===== config.mk =====
export PLATFORM = sky130hd
export DESIGN_NAME = tick_generator
export DESIGN_NICKNAME = d
export VERILOG_FILES = /design/src/rtl/tick_generator.sv
export SDC_FILE = /design/constraint.sdc
export NUM_CORES = 1
export LEC_CHECK = 0
export ABC_AREA = 1
export BUFFER_PORTS_ARGS = -buffer_cell sky130_fd_sc_hd__buf_2
export CORE_ASPECT_RATIO = 1.1
export CORE_UTILIZATION = 60
export CTS_BUF_LIST = sky130_fd_sc_hd__clkbuf_8
export DETAILED_ROUTE_END_ITERATION = 10
export PLACE_DENSITY = 0.88
export RECOVER_POWER = 100
export SYNTH_ARGS = -nofsm -noshare
export SYNTH_HDL_FRONTEND = slang
export SYNTH_SLANG_ARGS = --single-unit
export TNS_END_PERCENT = 20

===== constraint.sdc =====
create_clock -name clk -period 3.7 [get_ports clk]
set_input_delay 0.37 -clock clk [delete_from_list [all_inputs] [get_ports clk]]
set_output_delay 0.37 -clock clk [all_outputs]
set_load 0.005 [all_outputs]

===== src/rtl/tick_generator.sv =====
// Multi-channel programmable tick / clock-enable generator. Each channel
// divides clk by a runtime divisor and emits a one-cycle pulse or a 50 % toggle.
module tick_generator #(
  parameter int                       NUM_CH    = 2,
  parameter int                       CNT_W     = 27,
  parameter logic [NUM_CH*CNT_W-1:0]  DIV_INIT  = {27'd5_000, 27'd100_000_000},
  parameter logic [NUM_CH-1:0]        MODE_INIT = 2'b10
) (
  input  logic              clk,
  input  logic              rst_n,
  input  logic [NUM_CH-1:0] en,
  input  logic [NUM_CH-1:0] clr,
  input  logic [NUM_CH-1:0] mode_set,
  input  logic [NUM_CH-1:0] mode_val,
  input  logic              div_load,
  input  logic [2:0]        div_ch,
  input  logic [CNT_W-1:0]  div_value,
  output logic [NUM_CH-1:0] tick_out,
  output logic [NUM_CH-1:0] div_pending
);

  localparam logic [CNT_W-1:0] ZERO = {CNT_W{1'b0}};
  localparam logic [CNT_W-1:0] ONE  = {{(CNT_W-1){1'b0}}, 1'b1};

  for (genvar i = 0; i < NUM_CH; i++) begin : g_ch
    localparam logic [2:0]       CH_IDX   = 3'(i);
    localparam logic [CNT_W-1:0] D_RESET  = DIV_INIT[i*CNT_W +: CNT_W];

    logic [CNT_W-1:0] cnt_r;
    logic [CNT_W-1:0] d_act_r;
    logic [CNT_W-1:0] d_shd_r;
    logic             pend_r;
    logic             mode_r;
    logic             pls_r;
    logic             tog_r;

    logic [CNT_W-1:0] cnt_n_s;
    logic [CNT_W-1:0] d_act_n_s;
    logic [CNT_W-1:0] d_shd_n_s;
    logic             pend_n_s;
    logic             mode_n_s;
    logic             pls_n_s;
    logic             tog_n_s;
    logic             halted_s;
    logic             wrap_s;
    logic             load_hit_s;

    // Channel index compare also rejects out-of-range div_ch values.
    assign load_hit_s = div_load && (div_ch == CH_IDX);
    assign halted_s   = (d_act_r == ZERO);
    assign wrap_s     = en[i] && !halted_s && (cnt_r >= (d_act_r - ONE));

    // Next-state: clear beats wrap beats count; loads go shadow or direct.
    always_comb begin
      cnt_n_s   = cnt_r;
      d_act_n_s = d_act_r;
      d_shd_n_s = d_shd_r;
      pend_n_s  = pend_r;
      pls_n_s   = 1'b0;
      tog_n_s   = tog_r;
      mode_n_s  = mode_set[i] ? mode_val[i] : mode_r;

      if (clr[i] || wrap_s) begin
        cnt_n_s = ZERO;
        if (clr[i]) begin
          pls_n_s = 1'b0;
          tog_n_s = 1'b0;
        end else begin
          pls_n_s = 1'b1;
          tog_n_s = ~tog_r;
        end
        if (load_hit_s) begin
          d_act_n_s = div_value;
          d_shd_n_s = div_value;
          pend_n_s  = 1'b0;
        end else if (pend_r) begin
          d_act_n_s = d_shd_r;
          pend_n_s  = 1'b0;
        end else begin
          pend_n_s  = 1'b0;
        end
      end else if (en[i]) begin
        if (halted_s) begin
          cnt_n_s = cnt_r;
        end else begin
          cnt_n_s = cnt_r + ONE;
        end
        if (load_hit_s) begin
          d_shd_n_s = div_value;
          pend_n_s  = 1'b1;
        end else begin
          pend_n_s  = pend_r;
        end
      end else begin
        if (load_hit_s) begin
          d_act_n_s = div_value;
          d_shd_n_s = div_value;
          pend_n_s  = 1'b0;
        end else begin
          pend_n_s  = pend_r;
        end
      end
    end

    // Channel state registers.
    always_ff @(posedge clk or negedge rst_n) begin
      if (!rst_n) begin
        cnt_r   <= ZERO;
        d_act_r <= D_RESET;
        d_shd_r <= D_RESET;
        pend_r  <= 1'b0;
        mode_r  <= MODE_INIT[i];
        pls_r   <= 1'b0;
        tog_r   <= 1'b0;
      end else begin
        cnt_r   <= cnt_n_s;
        d_act_r <= d_act_n_s;
        d_shd_r <= d_shd_n_s;
        pend_r  <= pend_n_s;
        mode_r  <= mode_n_s;
        pls_r   <= pls_n_s;
        tog_r   <= tog_n_s;
      end
    end

    assign tick_out[i]    = mode_r ? tog_r : pls_r;
    assign div_pending[i] = pend_r;
  end

endmodule

==> qor.json <==
{
  "run_status": "complete, but fails checks",
  "failing_checks": "max-capacitance violations, max-slew violations",
  "synth.ff_latch_count": 170,
  "synth_cells": 1546,
  "post_synth_instance_area_um2": 11100,
  "initial_core_util_pct": 62.0,
  "layout_min_cycle_time_ns": 3.58,
  "chipHeight_um": 145,
  "synth_fa_ha_area_share_pct": 6.75,
  "ys_top_cells_by_area": "dfrtp_1, nand2_1, dfstp_2, ha_1, nor2_1",
  "number_of_synthesized_flops_with_an_enable_pin": 0,
  "report.final.setup_viol": 0,
  "dp_worst_setup_slack_ns": -0.0163,
  "clk_pin_slew_worst_paths_ns": 0.09,
  "antenna_cells": 0,
  "netlist.area_leader.share_pct": 30.4,
  "worstSetupPathType": "reg -> reg",
  "floorplan.die_area_um2": 19100,
  "synthMuxAreaShare_pct": 0,
  "synth.net_count": 1647,
  "max-slew-margin-rel_pct": -50.6,
  "final_min_period_over_clock_period_pct": 96.9,
  "crit_path_end_kind": "flop",
  "drt_iter0_markers": 686,
  "synth_largest_area_cell": "dfrtp_1",
  "gr-usage-all-layers_pct": 29.0,
  "cts_tree": "built",
  "finish.net_count": 1705,
  "final_max_slew_viol_count": 95,
  "number_of_vias_in_the_routed_layout": 10209,
  "cts.htree.levels": 4,
  "placed_cell_area_um2": 11500,
  "min_from": "mode_set[1]",
  "timing.max_cap.violations": 1,
  "worst_clock_skew_ns": 0.0150,
  "antenna_left": 0,
  "type_of_the_worst_min_delay_path": "in -> reg",
  "area_grow_syn2layout_pct": 11.4,
  "grt.overflow.total": 0,
  "yosys.area_share.xor_xnor_pct": 6.30,
  "drc": 0,
  "core_area_um2": 17900,
  "antenna_found_initial": 0,
  "route.detailed.wl_per_inst_um": 15.1,
  "post_detailed_placement_half_perimeter_wirelength_um": 19800,
  "clockRootBuffer": "clkbuf_8",
  "yosys.cell_types.count": 40,
  "crit_fanout": 7,
  "detail_route.first_pass.iterations": 6,
  "timing.critical_path.arrival_ns": 3.96,
  "power.density_nw_per_um2": 476,
  "numCtsBuffers": 17,
  "largest_family_of_logic_cells_by_synthesized_area": "simple AND/OR/NAND/NOR gates",
  "dieWidth_um": 132,
  "tightest_slew_ns": 2.26,
  "yosysWarningCount": 0,
  "clkLatencyLatePin_ns": 0.49,
  "timing.rr.start": "g_ch[1].d_act_r[0]$_DFFE_PN0P_",
  "worst_setup_path_start_kind": "flop",
  "critPathLaunch": "g_ch[1].d_act_r[0]$_DFFE_PN0P_",
  "rows": 51,
  "vias_per_std_cell": 5.50,
  "post_route_cells_drive_above_1_share_pct": 13.1,
  "post-route-worst-setup-slack_ns": 0.115,
  "critPathMostFrequentCell": "nand2_1",
  "yosysSeqAreaShare_pct": 38.7,
  "numPortBuffers": 44,
  "mean_post_synth_cell_area_um2": 7.19,
  "leakage_power_nw": 6.30,
  "area_fraction_in_compound_gates_after_synthesis_pct": 5.67,
  "ir_drop_v": 0.000302,
  "fmaxAchievable_ghz": 0.279,
  "cts.sinks": 170,
  "wire_length_of_the_first_global_routing_pass_um": 44000,
  "synth-simple-area-share_pct": 34.8,
  "clock_path_buffers": 2,
  "grt_pass1_vias": 9556,
  "required_time_of_the_worst_setup_path_ns": 4.08,
  "synth_flop_cell": "dfrtp_1",
  "layout.cell_area.non_filler_um2": 12400,
  "timing.critical_path.slowest_cell_delay_ns": 0.42,
  "routed_wirelength_um": 28100,
  "grt_start_max_net_pins": 95,
  "hold_viol": 0,
  "async_reset_ff_share_pct": 100,
  "place_congestion": 0.954,
  "num_io_pins": 45,
  "timing.critical_path.slowest_stage_cell": "dfrtp_1"
}
==> cell usage after synthesis (3+ instances only) <==
cell	count
dfstp_2	35
nor3_2	3
buf_2	12
inv_2	3
nor3_1	34
nand2_2	7
nand3b_1	4
a21o_1	3
dfrtp_1	135
o21ai_0	80
nor2_2	9
xor2_1	49
ha_1	60
a21oi_1	31
buf_1	3
nor2_1	152
nand4_1	27
xnor2_1	31
nand3_1	101
nor4_1	4
inv_1	146
nand2_1	558
buf_6	10
clkbuf_1	17
nand3_2	3
nand2_4	3
buf_4	7
==> flip-flops by register name (all words and copies together) (netlist names) <==
register / count
g_ch.pls_r: 2
g_ch.cnt_r: 54
g_ch.d_act_r: 54
g_ch.mode_r: 2
g_ch.pend_r: 2
g_ch.d_shd_r: 54
g_ch.tog_r: 2
==> worst max-delay path, delay by kind of cell, from the launching register on <==
| kind | cells | cell delay (ns) |
|---|---|---|
| buffers and inverters | 3 | 0.32 |
| XOR/XNOR | 1 | 0.16 |
| AND/OR/NAND/NOR | 19 | 2.10 |
| flip-flops | 1 | 0.42 |
| adder cells (fa/ha/maj) | 2 | 0.50 |
==> final timing paths <==
| kind | endpoint | slack (ns) | cells past startpoint |
|---|---|---|---|
| min in group asynchronous | g_ch[0].mode_r$_DFFE_PN0P_ | 1.07 | 2 |
| max reg2reg | g_ch[1].d_act_r[10]$_DFFE_PN0P_ | 0.12 | 25 |
| min reg2reg | g_ch[0].d_act_r[24]$_DFFE_PN1P_ | 0.49 | 2 |
| max | g_ch[1].d_act_r[10]$_DFFE_PN0P_ | 0.12 | 25 |
| max in group asynchronous | g_ch[1].cnt_r[4]$_DFFE_PN0P_ | 0.90 | 3 |
| min | g_ch[1].mode_r$_DFFE_PN1P_ | 0.05 | 2 |
==> routing by layer <==
metal  track usage [%]  vias up  share of wire (%)
li1                  -     5015                  -
met1              32.6     4728                 39
met2              52.5      360                 51
met3              3.80      106                4.8
met4              18.1        0                5.3
met5                 0        -                  0
==> power by group <==
| group | leakage [nW] | switching [mW] | internal (mW) |
|---|---|---|---|
| Sequential | 2.15 | 0.280 | 2.20 |
| Clock | 0.195 | 0.719 | 0.639 |
| Combinational | 3.95 | 1.26 | 0.789 |
| Total | 6.30 | 2.26 | 3.63 |
==> placed cells by master (no fill, tap or decap), drive strengths merged, types with 5 or more instances in the layout <==
cell type  count
a21oi         32
buf           73
clkbuf        33
clkinv         5
dfrtp        135
dfstp         35
ha            60
inv          153
nand2        568
nand3        104
nand4         27
nor2         162
nor3          37
nor4           6
o21ai         80
xnor2         31
xor2          49
==> cells by family after synthesis <==
| group | after synthesis |
|---|---|
| buffers and inverters | 200 |
| AOI/OAI and AO/OA | 121 |
| and+or+nand+nor | 915 |
| adders and majority gates | 60 |
| xor gates and xnor gates | 80 |
| DFF | 170 |
==> stage by stage <==
stage	total power [mW]	setup TNS, ns	cells	hold slack, ns	utilization (%)
after floorplan	3.83	0	1546	0.0744	-
after global placement	4.25	0	1798	0.475	64.3
after detailed placement	4.33	-0.0288	1798	0.478	64.3
after CTS	5.70	0	1831	0.0374	66.7
after global routing	6.29	-4.29	1855	0.0450	69.0
final	5.89	0	1855	0.0457	69.0
==> layout make-up <==
class,count,area (um^2)
multi-input cells,1176,6120
fillers,1408,5550
flip-flops and latches,170,4300
repair buffers,88,681
inverters,151,577
well taps,238,298
clock buffers,19,262
clock inverters,13,144
==> timing repair <==
item	in CTS	in global routing
hold endpoints to repair	37	0
resized for setup	5	49
hold buffers	1	0
pin swaps	0	19
cloned	0	4
setup buffers	0	20
setup endpoints to repair	25	98
Note: power is estimated with default switching activity, not from simulation.
